<file path="src/rtl/int_exec_pkg.sv">
// Shared opcode encodings and execution-FSM state type for the integer execution stage.
package int_exec_pkg;

  localparam logic [3:0] OP_ADD  = 4'd0;
  localparam logic [3:0] OP_SUB  = 4'd1;
  localparam logic [3:0] OP_AND  = 4'd2;
  localparam logic [3:0] OP_OR   = 4'd3;
  localparam logic [3:0] OP_XOR  = 4'd4;
  localparam logic [3:0] OP_SLL  = 4'd5;
  localparam logic [3:0] OP_SRL  = 4'd6;
  localparam logic [3:0] OP_SRA  = 4'd7;
  localparam logic [3:0] OP_SLT  = 4'd8;
  localparam logic [3:0] OP_SLTU = 4'd9;
  localparam logic [3:0] OP_MUL  = 4'd10;

  typedef enum logic [1:0] {
    ST_IDLE     = 2'd0,
    ST_MUL_BUSY = 2'd1,
    ST_MUL_WAIT = 2'd2
  } exec_state_e;

endpackage

</file>
<file path="src/rtl/exec_result_fifo.sv">
// Small result buffer feeding the CDB; oldest entry is always presented on head.
module exec_result_fifo
  import int_exec_pkg::*;
#(
  parameter int WIDTH = 38,
  parameter int DEPTH = 2
) (
  input  logic                       clk,
  input  logic                       reset,
  input  logic                       push,
  input  logic [WIDTH-1:0]           push_data,
  input  logic                       pop,
  output logic [$clog2(DEPTH):0]     count,
  output logic [WIDTH-1:0]           head
);

  localparam int PTR_W = $clog2(DEPTH);
  localparam int CNT_W = PTR_W + 1;

  logic [WIDTH-1:0] mem_q [DEPTH];
  logic [WIDTH-1:0] mem_d [DEPTH];
  logic [PTR_W-1:0] wr_ptr_q, wr_ptr_d;
  logic [PTR_W-1:0] rd_ptr_q, rd_ptr_d;
  logic [CNT_W-1:0] count_q, count_d;

  always_comb begin
    mem_d    = mem_q;
    wr_ptr_d = wr_ptr_q;
    rd_ptr_d = rd_ptr_q;
    count_d  = count_q;
    if (push) begin
      mem_d[wr_ptr_q] = push_data;
      wr_ptr_d        = wr_ptr_q + PTR_W'(1);
    end
    if (pop) begin
      rd_ptr_d = rd_ptr_q + PTR_W'(1);
    end
    case ({push, pop})
      2'b10:   count_d = count_q + CNT_W'(1);
      2'b01:   count_d = count_q - CNT_W'(1);
      default: count_d = count_q;
    endcase
  end

  always_ff @(posedge clk) begin
    if (reset) begin
      mem_q    <= '{default: '0};
      wr_ptr_q <= '0;
      rd_ptr_q <= '0;
      count_q  <= '0;
    end else begin
      mem_q    <= mem_d;
      wr_ptr_q <= wr_ptr_d;
      rd_ptr_q <= rd_ptr_d;
      count_q  <= count_d;
    end
  end

  assign count = count_q;
  assign head  = mem_q[rd_ptr_q];

endmodule

</file>
<file path="src/rtl/int_exec_unit.sv">
// Integer execution stage: single-cycle ALU, multi-cycle MUL, result FIFO and CDB handshake.
//   state       | meaning
//   ST_IDLE     | accepting; ALU results pushed on the accept edge
//   ST_MUL_BUSY | MUL in flight, down-counter running to terminal count 1
//   ST_MUL_WAIT | MUL result ready but FIFO full; pushed once a slot is free
module int_exec_unit
  import int_exec_pkg::*;
#(
  parameter int DATA_WIDTH  = 32,
  parameter int TAG_WIDTH   = 6,
  parameter int MUL_LATENCY = 3,
  parameter int FIFO_DEPTH  = 2
) (
  input  logic                  clk,
  input  logic                  reset,
  input  logic                  issueque_valid,
  input  logic [3:0]            issueque_opcode,
  input  logic [DATA_WIDTH-1:0] issueque_rs1_data,
  input  logic [DATA_WIDTH-1:0] issueque_rs2_data,
  input  logic [TAG_WIDTH-1:0]  issueque_rd_tag,
  output logic                  exec_ready,
  output logic                  cdb_request,
  input  logic                  cdb_grant,
  output logic                  cdb_valid,
  output logic [TAG_WIDTH-1:0]  cdb_tag,
  output logic [DATA_WIDTH-1:0] CDB_data
);

  localparam int ENTRY_W = TAG_WIDTH + DATA_WIDTH;
  localparam int FCNT_W  = $clog2(FIFO_DEPTH) + 1;
  localparam int CNT_W   = $clog2(MUL_LATENCY);
  localparam logic [CNT_W-1:0] CNT_INIT = CNT_W'(MUL_LATENCY - 1);

  exec_state_e           state_q, state_d;
  logic [CNT_W-1:0]      cnt_q, cnt_d;
  logic [DATA_WIDTH-1:0] op_a_q, op_a_d;
  logic [DATA_WIDTH-1:0] op_b_q, op_b_d;
  logic [TAG_WIDTH-1:0]  tag_q, tag_d;

  logic [DATA_WIDTH-1:0] alu_result;
  logic [DATA_WIDTH-1:0] mul_result;
  logic [4:0]            shamt;
  logic                  accept;
  logic                  fifo_full;
  logic                  fifo_push;
  logic [ENTRY_W-1:0]    fifo_push_data;
  logic                  fifo_pop;
  logic [FCNT_W-1:0]     fifo_count;
  logic [ENTRY_W-1:0]    fifo_head;

  assign fifo_full  = (fifo_count == FCNT_W'(FIFO_DEPTH));
  assign exec_ready = (state_q == ST_IDLE) && !fifo_full && !reset;
  assign accept     = issueque_valid && exec_ready;
  assign shamt      = issueque_rs2_data[4:0];
  assign mul_result = op_a_q * op_b_q;

  always_comb begin
    alu_result = '0;
    case (issueque_opcode)
      OP_ADD:  alu_result = issueque_rs1_data + issueque_rs2_data;
      OP_SUB:  alu_result = issueque_rs1_data - issueque_rs2_data;
      OP_AND:  alu_result = issueque_rs1_data & issueque_rs2_data;
      OP_OR:   alu_result = issueque_rs1_data | issueque_rs2_data;
      OP_XOR:  alu_result = issueque_rs1_data ^ issueque_rs2_data;
      OP_SLL:  alu_result = issueque_rs1_data << shamt;
      OP_SRL:  alu_result = issueque_rs1_data >> shamt;
      OP_SRA:  alu_result = $signed(issueque_rs1_data) >>> shamt;
      OP_SLT:  alu_result = {{(DATA_WIDTH-1){1'b0}},
                             $signed(issueque_rs1_data) < $signed(issueque_rs2_data)};
      OP_SLTU: alu_result = {{(DATA_WIDTH-1){1'b0}}, issueque_rs1_data < issueque_rs2_data};
      default: alu_result = '0;
    endcase
  end

  always_comb begin
    state_d        = state_q;
    cnt_d          = cnt_q;
    op_a_d         = op_a_q;
    op_b_d         = op_b_q;
    tag_d          = tag_q;
    fifo_push      = 1'b0;
    fifo_push_data = {issueque_rd_tag, alu_result};
    case (state_q)
      ST_IDLE: begin
        if (accept) begin
          if (issueque_opcode == OP_MUL) begin
            op_a_d  = issueque_rs1_data;
            op_b_d  = issueque_rs2_data;
            tag_d   = issueque_rd_tag;
            cnt_d   = CNT_INIT;
            state_d = ST_MUL_BUSY;
          end else begin
            fifo_push = 1'b1;
          end
        end
      end
      ST_MUL_BUSY: begin
        if (cnt_q == CNT_W'(1)) begin
          cnt_d = '0;
          if (!fifo_full) begin
            fifo_push      = 1'b1;
            fifo_push_data = {tag_q, mul_result};
            state_d        = ST_IDLE;
          end else begin
            state_d = ST_MUL_WAIT;
          end
        end else begin
          cnt_d = cnt_q - CNT_W'(1);
        end
      end
      ST_MUL_WAIT: begin
        // Full/not-full is judged on the count before this edge's pop.
        if (!fifo_full) begin
          fifo_push      = 1'b1;
          fifo_push_data = {tag_q, mul_result};
          state_d        = ST_IDLE;
        end
      end
      default: state_d = ST_IDLE;
    endcase
  end

  always_ff @(posedge clk) begin
    if (reset) begin
      state_q <= ST_IDLE;
      cnt_q   <= '0;
      op_a_q  <= '0;
      op_b_q  <= '0;
      tag_q   <= '0;
    end else begin
      state_q <= state_d;
      cnt_q   <= cnt_d;
      op_a_q  <= op_a_d;
      op_b_q  <= op_b_d;
      tag_q   <= tag_d;
    end
  end

  // Gated by reset so buffered results are never offered while being discarded.
  assign cdb_request = (fifo_count != '0) && !reset;
  assign cdb_valid   = cdb_request && cdb_grant;
  assign fifo_pop    = cdb_valid;
  assign {cdb_tag, CDB_data} = cdb_request ? fifo_head : '0;

  exec_result_fifo #(
    .WIDTH (ENTRY_W),
    .DEPTH (FIFO_DEPTH)
  ) u_result_fifo (
    .clk       (clk),
    .reset     (reset),
    .push      (fifo_push),
    .push_data (fifo_push_data),
    .pop       (fifo_pop),
    .count     (fifo_count),
    .head      (fifo_head)
  );

endmodule

</file>
<file path="config.mk">
export PLATFORM = sky130hd
export DESIGN_NAME = int_exec_unit
export DESIGN_NICKNAME = d
export VERILOG_FILES = /design/src/rtl/int_exec_pkg.sv /design/src/rtl/exec_result_fifo.sv /design/src/rtl/int_exec_unit.sv
export SDC_FILE = /design/constraint.sdc
export NUM_CORES = 2
export LEC_CHECK = 0
export ABC_CLOCK_PERIOD_IN_PS = 14550
export CAP_MARGIN = 20
export CORE_MARGIN = 4
export CORE_UTILIZATION = 64
export DETAILED_ROUTE_END_ITERATION = 10
export PLACE_DENSITY = 0.81
export SYNTH_ARGS = -nofsm -noshare
export SYNTH_HDL_FRONTEND = slang
export SYNTH_SLANG_ARGS = --single-unit
</file>
<file path="constraint.sdc">
create_clock -name clk -period 14.55 [get_ports clk]
set_input_delay 2.91 -clock clk [delete_from_list [all_inputs] [get_ports clk]]
set_output_delay 2.91 -clock clk [all_outputs]
set_load 0.01 [all_outputs]
</file>
After elaboration in Yosys (flattened, before gate mapping)
Index checks and enable logic that the tools add are counted.
- flip-flop bits (word level): 154
- input port bits: 78
- output and inout port bits: 41
- logic and storage cells: 94
- add/sub/neg operators: 7
- $mul: 1
- magnitude comparators: 5
- equal/unequal tests: 20
- shift-type cells: 3
- multiplexer cells: 27
- bitwise logic cells: 5
- reductions and logical operators: 16
- operators by type and width (kind ; count):
    32-bit case mux with 10 select lines ; 1
    38-bit 2-to-1 mux ; 7
    76-bit bitwise mux ; 1
    38-bit case mux with 2 select lines ; 1
    32-bit < comparator ; 2
    38-bit demux with 1-bit select ; 1
    32-bit adder ; 1
    32-bit bitwise AND ; 1
    32-bit by 32-bit multiplier with 32-bit output ; 1
    32-bit OR ; 1
    32-bit by 5-bit left shift with 32-bit output ; 1
    32-bit by 5-bit >> shifter with 32-bit output ; 1
    32-bit by 5-bit >>> shifter with 32-bit output ; 1
    32-bit subtractor ; 1
    32-bit bitwise XOR ; 1
    4-bit by 3-bit == test with 1-bit output, second input constant ; 4
    2-bit 2-to-1 mux ; 8
    4-bit == test, second input constant ; 3
    4-bit by 2-bit == test with 1-bit output, second input constant ; 2
    2-bit case mux with 2 select lines ; 2
    2-bit by 1-bit == test with 1-bit output, second input constant ; 3
    2-bit == test, second input constant ; 3
    1-bit logical AND ; 6
    2-bit != test, second input constant ; 3
    other kinds (17) ; 28

Longest topological paths before layout
- depth in word-level cells: 9
- gate-level depth with buffers: 28
- depth with buffers taken out: 26

By module
Synthesis repeated with hierarchy kept, for this count alone.
- cell total of the unflattened synthesis: 3839
- area total of the unflattened synthesis: 31033.5 µm²
- by module, submodules not included (module ; times used ; cells each ; area each (µm²) ; seq. area each (µm²)):
    int_exec_unit ; 1 ; 3448 ; 27800.4 ; 1481.4
    exec_result_fifo ; 1 ; 391 ; 3233.1 ; 1601.5

Worst setup path before layout
OpenSTA, ideal clock, no wires.
- path type: reg-to-reg
- start: register op_a_q[14]
- end: register u_result_fifo.mem_q[28] (netlist name)
- library setup time: 0.137 ns
- arrival: 6.814 ns
- data required time: 14.413 ns
- slack: 7.599 ns
- cell stages (with the launch flop): 23
- buffers on the path: 2
- period minus slack after synthesis: 6.951 ns
- cells stage by stage: dfxtp_1 -> clkbuf_1 -> clkbuf_1 -> nand2_1 -> fa_1 -> fa_1 -> fa_1 -> inv_1 -> fa_1 -> fa_1 -> fa_1 -> fa_1 -> fa_1 -> ha_1 -> a21o_1 -> a21o_1 -> a21o_1 -> o21bai_1 -> a2111o_1 -> mux2i_1 -> o2111ai_1 -> a211oi_1 -> a211oi_1
- word-level cells in the longest chain between the ends: 5
- ends and longest elaborated chain (element ; line ; text):
    start, declared ; int_exec_unit.sv:36 ; logic [DATA_WIDTH-1:0] op_a_q, op_a_d;
    start signal, assigned ; int_exec_unit.sv:133 ; op_a_q <= op_a_d;
    32-bit by 32-bit multiplier with 32-bit output * ; int_exec_unit.sv:55 ; assign mul_result = op_a_q * op_b_q;
    38-bit 2-to-1 mux * ; int_exec_unit.sv:100, int_exec_unit.sv:113 ;
    38-bit 2-to-1 mux ; int_exec_unit.sv:98 ; if (cnt_q == CNT_W'(1)) begin
    38-bit case mux with 2 select lines * ; int_exec_unit.sv:83 ; case (state_q)
    76-bit bitwise mux * ; exec_result_fifo.sv:32 ; mem_d[wr_ptr_q] = push_data;
    end signal, assigned ; exec_result_fifo.sv:52 ; mem_q <= mem_d;
    end, declared ; exec_result_fifo.sv:20 ; logic [WIDTH-1:0] mem_q [DEPTH];
Every way passes the cells marked *; elsewhere a longest branch is shown, timed or not.
A chain may end at the register's enable or synchronous reset.

Worst setup path in the final report
- start: input port reset
- end: output port cdb_valid
- word-level cells in the longest chain between the ends: 3
- ends and longest elaborated chain (element ; line ; text):
    start, declared ; int_exec_unit.sv:15 ; input logic reset,
    1-bit logical NOT ; int_exec_unit.sv:140 ; assign cdb_request = (fifo_count != '0) && !reset;
    1-bit logical AND ; int_exec_unit.sv:140 ;
    1-bit logical AND ; int_exec_unit.sv:141 ; assign cdb_valid = cdb_request && cdb_grant;
    end, declared ; int_exec_unit.sv:24 ; output logic cdb_valid,
Every way passes these cells.

==> implementation parameters <==
Parameter                              Value

Clocking
  Number of instances resized during post-cts repair ... 0
  Master cell of the clock root buffer ... clkbuf_16
  Deepest level of the CTS H-tree ... 4
  Clock slew at the register clock pins of the worst setup and hold paths ... 0.07 ns
  CTS tree ... yes
  TritonCTS Buffers ... 17
  Clk sinks ... roughly 150
  Cts-stage hold buffer count ... 0
  Clock latency on the worst-skew pair ... 0.44 ns
  Max Root-Sink Buffers ... 2
  Number of buffers inserted by post-CTS setup repair ... 0

Yosys
  Biggest area contributors in the synthesized netlist ... fa_1 27%, dfxtp_1 10%, ha_1 9.2%
  Adder and majority cell fraction of the synthesized area ... 36.06%
  Post-synthesis mux area share ... ~7.3%
  Dominant synthesized flop cell ... dfxtp_1
  Xor and xnor fraction of the mapped netlist area ... about 3%
  Largest family of logic cells by synthesized area ... adder cells
  Number of synthesized register bits ... between 150 and 200
  Area of the mapped netlist ... 30600 µm²
  Cell variety after synth ... 94
  Count of mapped cells out of synthesis ... 3723
  Synthesized area divided by synthesized cell count ... 8.220 µm²
  Area share of the leading cell type in the synthesized netlist ... 26.82%
  Synth Area in Simple Gates ... between 10% and 20%
  Syn Nets ... approximately 4.4k
  Synthesized-area fraction occupied by ao, oa, aoi and oai cells ... around 15%
  Biggest area consumer among synthesized cells ... fa_1
  Count of flip-flops with a built-in enable after synthesis ... 0
  Share of async-settable or async-resettable flops after synthesis ... 0%
  YS warnings ... 0
  Part of the Yosys area used for sequential elements ... 10.07%

Run status
  Status ... finished clean

Routing
  Vias after detailed routing ... 27.59k
  Wire length per cell after detailed routing ... 23.18 µm
  # DRC ... 0
  Number of DRC markers in iteration 0 ... 3515
  Pre-antenna DRT Iters ... 7
  Via/cell ratio ... between 6 and 7
  Sum of met2 wire segment lengths after detailed routing ... 43270 µm
  Final routed wirelength across all metal layers ... ~100000 µm
  Length of routed wiring on met1 ... about 36000 µm
  Met3 WL post-DR ... 13070 µm
  Highest metal layer with signal wires ... met5
  Antenna-violating nets left ... 0

Pwr
  Leakage Power ... 0.01430 µW
  Power per standard cell area ... 42.22 nW/µm²
  Worst voltage drop across the vdd grid ... 81.07 µV

GRT
  GRT overflow ... 0
  Initial antenna violation count ... 5
  First-pass GRT wire length ... 154300 µm
  Pin count of the biggest net entering global routing ... 88
  Number of global-route vias before repair ... 27.02k
  Overall routing resource usage ... 38.94%

STA
  Max-slew violation total from the final report ... 0
  Maximum frequency from static timing analysis ... 0.1262 GHz
  Worst Clk Skew ... 0.01199 ns
  Worst hold-check slack ... 0.4578 ns
  Final count of hold timing violations ... 0
  Tightest Pin Transition ... 1.195 ns
  Accumulated negative setup slack ... 0 ns
  Max-slew headroom at the worst pin ... about a fifth
  Tcrit/Tclk final ... 54.45%
  RSZ-0062 raised after global routing ... no
  Number of endpoints failing setup at the final stage ... 0
  Time the final worst path needs with I/O delays and setup ... between 7 and 8 ns

Placed design
  Buffers added on ports ... between 100 and 150
  Hpwl dp ... 75440 µm
  Gp weighted congestion ... 1.068

Floorplanning
  Rows ... 79
  Height of the die ... 226.7 µm
  Area of the die ... 51380 µm²
  Core area ... 46950 µm²
  Horiz. Die Dim ... 226.7 µm
  I/O pin count ... roughly 120
  Initial core utilization ... 65.18%

Run
  Max capacitance violation total ... 0

Setup path
  Top delay family on crit path ... buffers and inverters
  Data required time of the worst path ... between 10 and 15 ns
  Slowest stage cell, crit path ... or2_2
  Arrival time of data at the critical path endpoint ... 5.01 ns
  Critical Path Fanout Max ... 71
  Worst path bufs/invs ... 3
  Worst setup EP type ... primary output
  Maximum cell stage delay along the critical path ... 0.67 ns
  Worst setup SP type ... input port
  Crit path kind ... in -> out
  CP Cell Sequence ... buf_4 -> or2_2 -> inv_1 -> and2_1 -> clkdlybuf4s50_1

Cells and area
  Fraction of the core area covered by cells at the end of the flow ... 69.01%
  Footprint of the multi-input gates ... 24500 µm²
  Final Net Count ... 4372
  Share of cells above drive strength 1 ... 5.039%
  Number of fillers in the final layout ... 3837
  Signed area change from the synthesized netlist to the final layout ... 5.875%
  Sequential cell area ... 3084 µm²

Hold path
  Type of the most critical hold path ... reg -> reg
[final cells by class]
cell class | instances | share of cell area (%)
well taps | 607 | 2.344
flip-flops and latches | 154 | 9.519
clock inverters | 15 | 0.5406
multi-input cells | 2817 | 75.61
clock buffers | 17 | 1.313
repair buffers | 175 | 4.935
diodes | 4 | 0.03089
inverters | 493 | 5.712
[worst min-delay path: cells and delay by family (launching register included)]
family / cells / cell delay [ns]
compound gates: 1 / 0.05
flops: 1 / 0.31
simple gates: 1 / 0.05
[worst paths after layout]
check	cells after the start	start	slack, ns	to
hold / removal	2	op_b_q[1]	0.46	op_b_q[1]
setup reg to reg	21	op_b_q[2]	6.64	u_result_fifo.mem_q[26]
hold reg to reg	2	op_b_q[1]	0.46	op_b_q[1]
setup / recovery	5	reset	6.63	cdb_valid
[synth_stat cells (all sizes together), types with 16 or more instances]
cell type and instances:
a211oi 86, a21o 26, a21oi 232, a221oi 19, a22oi 22, a311oi 16
a31oi 16, and2 295, buf 39, clkbuf 218, dfxtp 154, fa 410
ha 226, inv 492, mux2i 72, mux4 62, nand2 490, nand2b 16
nand3 36, nor2 297, nor3 41, o211ai 18, o21ai 115, o22ai 20
xnor2 86, xor2 19
[report_power, final]
part           internal [µW]  switching [µW]  leakage (µW)
logic                    171             291        0.0128
clock network            246             210      0.000284
registers                436            13.4       0.00125
total                    853             515        0.0143
[logic make-up after synthesis]
kind of cell	Yosys count
DFF	154
adders and majority gates	636
muxes	141
buffers and inverters	752
xor gates and xnor gates	105
AOI/OAI and AO/OA	690
and+or+nand+nor	1245
[sequential cells by signal, indices dropped and copies added, names as in the netlist]
register and flops:
op_a_q 32, u_result_fifo.wr_ptr_q 1, op_b_q 32, state_q 2, tag_q 6, cnt_q 2
u_result_fifo.count 2, u_result_fifo.mem_q 76, u_result_fifo.rd_ptr_q 1
[layout by cell type, fill, tap and decap left out, types with 9 or more instances in the layout]
master,instances
a211oi_1,86
a21o_1,26
a21oi_1,231
a221oi_1,17
a22oi_1,22
a311oi_1,15
a31oi_1,16
and2_1,294
buf_4,58
clkbuf_16,17
clkdlybuf4s50_1,111
dfxtp_1,153
fa_1,410
ha_1,226
inv_1,491
mux2i_1,72
mux4_1,10
mux4_2,52
nand2_1,489
nand2b_1,15
nand3_1,36
nor2_1,295
nor2b_1,9
nor3_1,39
nor4_1,9
o2111ai_1,13
o211ai_1,18
o21a_1,14
o21ai_0,110
o21bai_1,15
o22ai_1,20
o31ai_1,10
or3_1,9
xnor2_1,86
xor2_1,19
[per-layer routing]
| layer | vias to the layer above | global-route usage (%) |
|---|---|---|
| li1 | 12060 | - |
| met1 | 13250 | 51.83 |
| met2 | 1872 | 58.62 |
| met5 | - | 0 |
| met4 | 6 | 19.32 |
| met3 | 404 | 11.24 |
[stage by stage]
stage	cell area, µm²	power (µW)	worst slack (ns)	std cells
final	32400	1368	6.627	4282
after global routing	32390	1416	6.284	4278
after CTS	32360	1348	6.626	4277
after detailed placement	31760	899.0	6.637	4245
after global placement	31760	897.3	6.663	4245
after floorplan	30600	752.4	7.599	3723
Note: power is estimated with default switching activity, not from simulation.
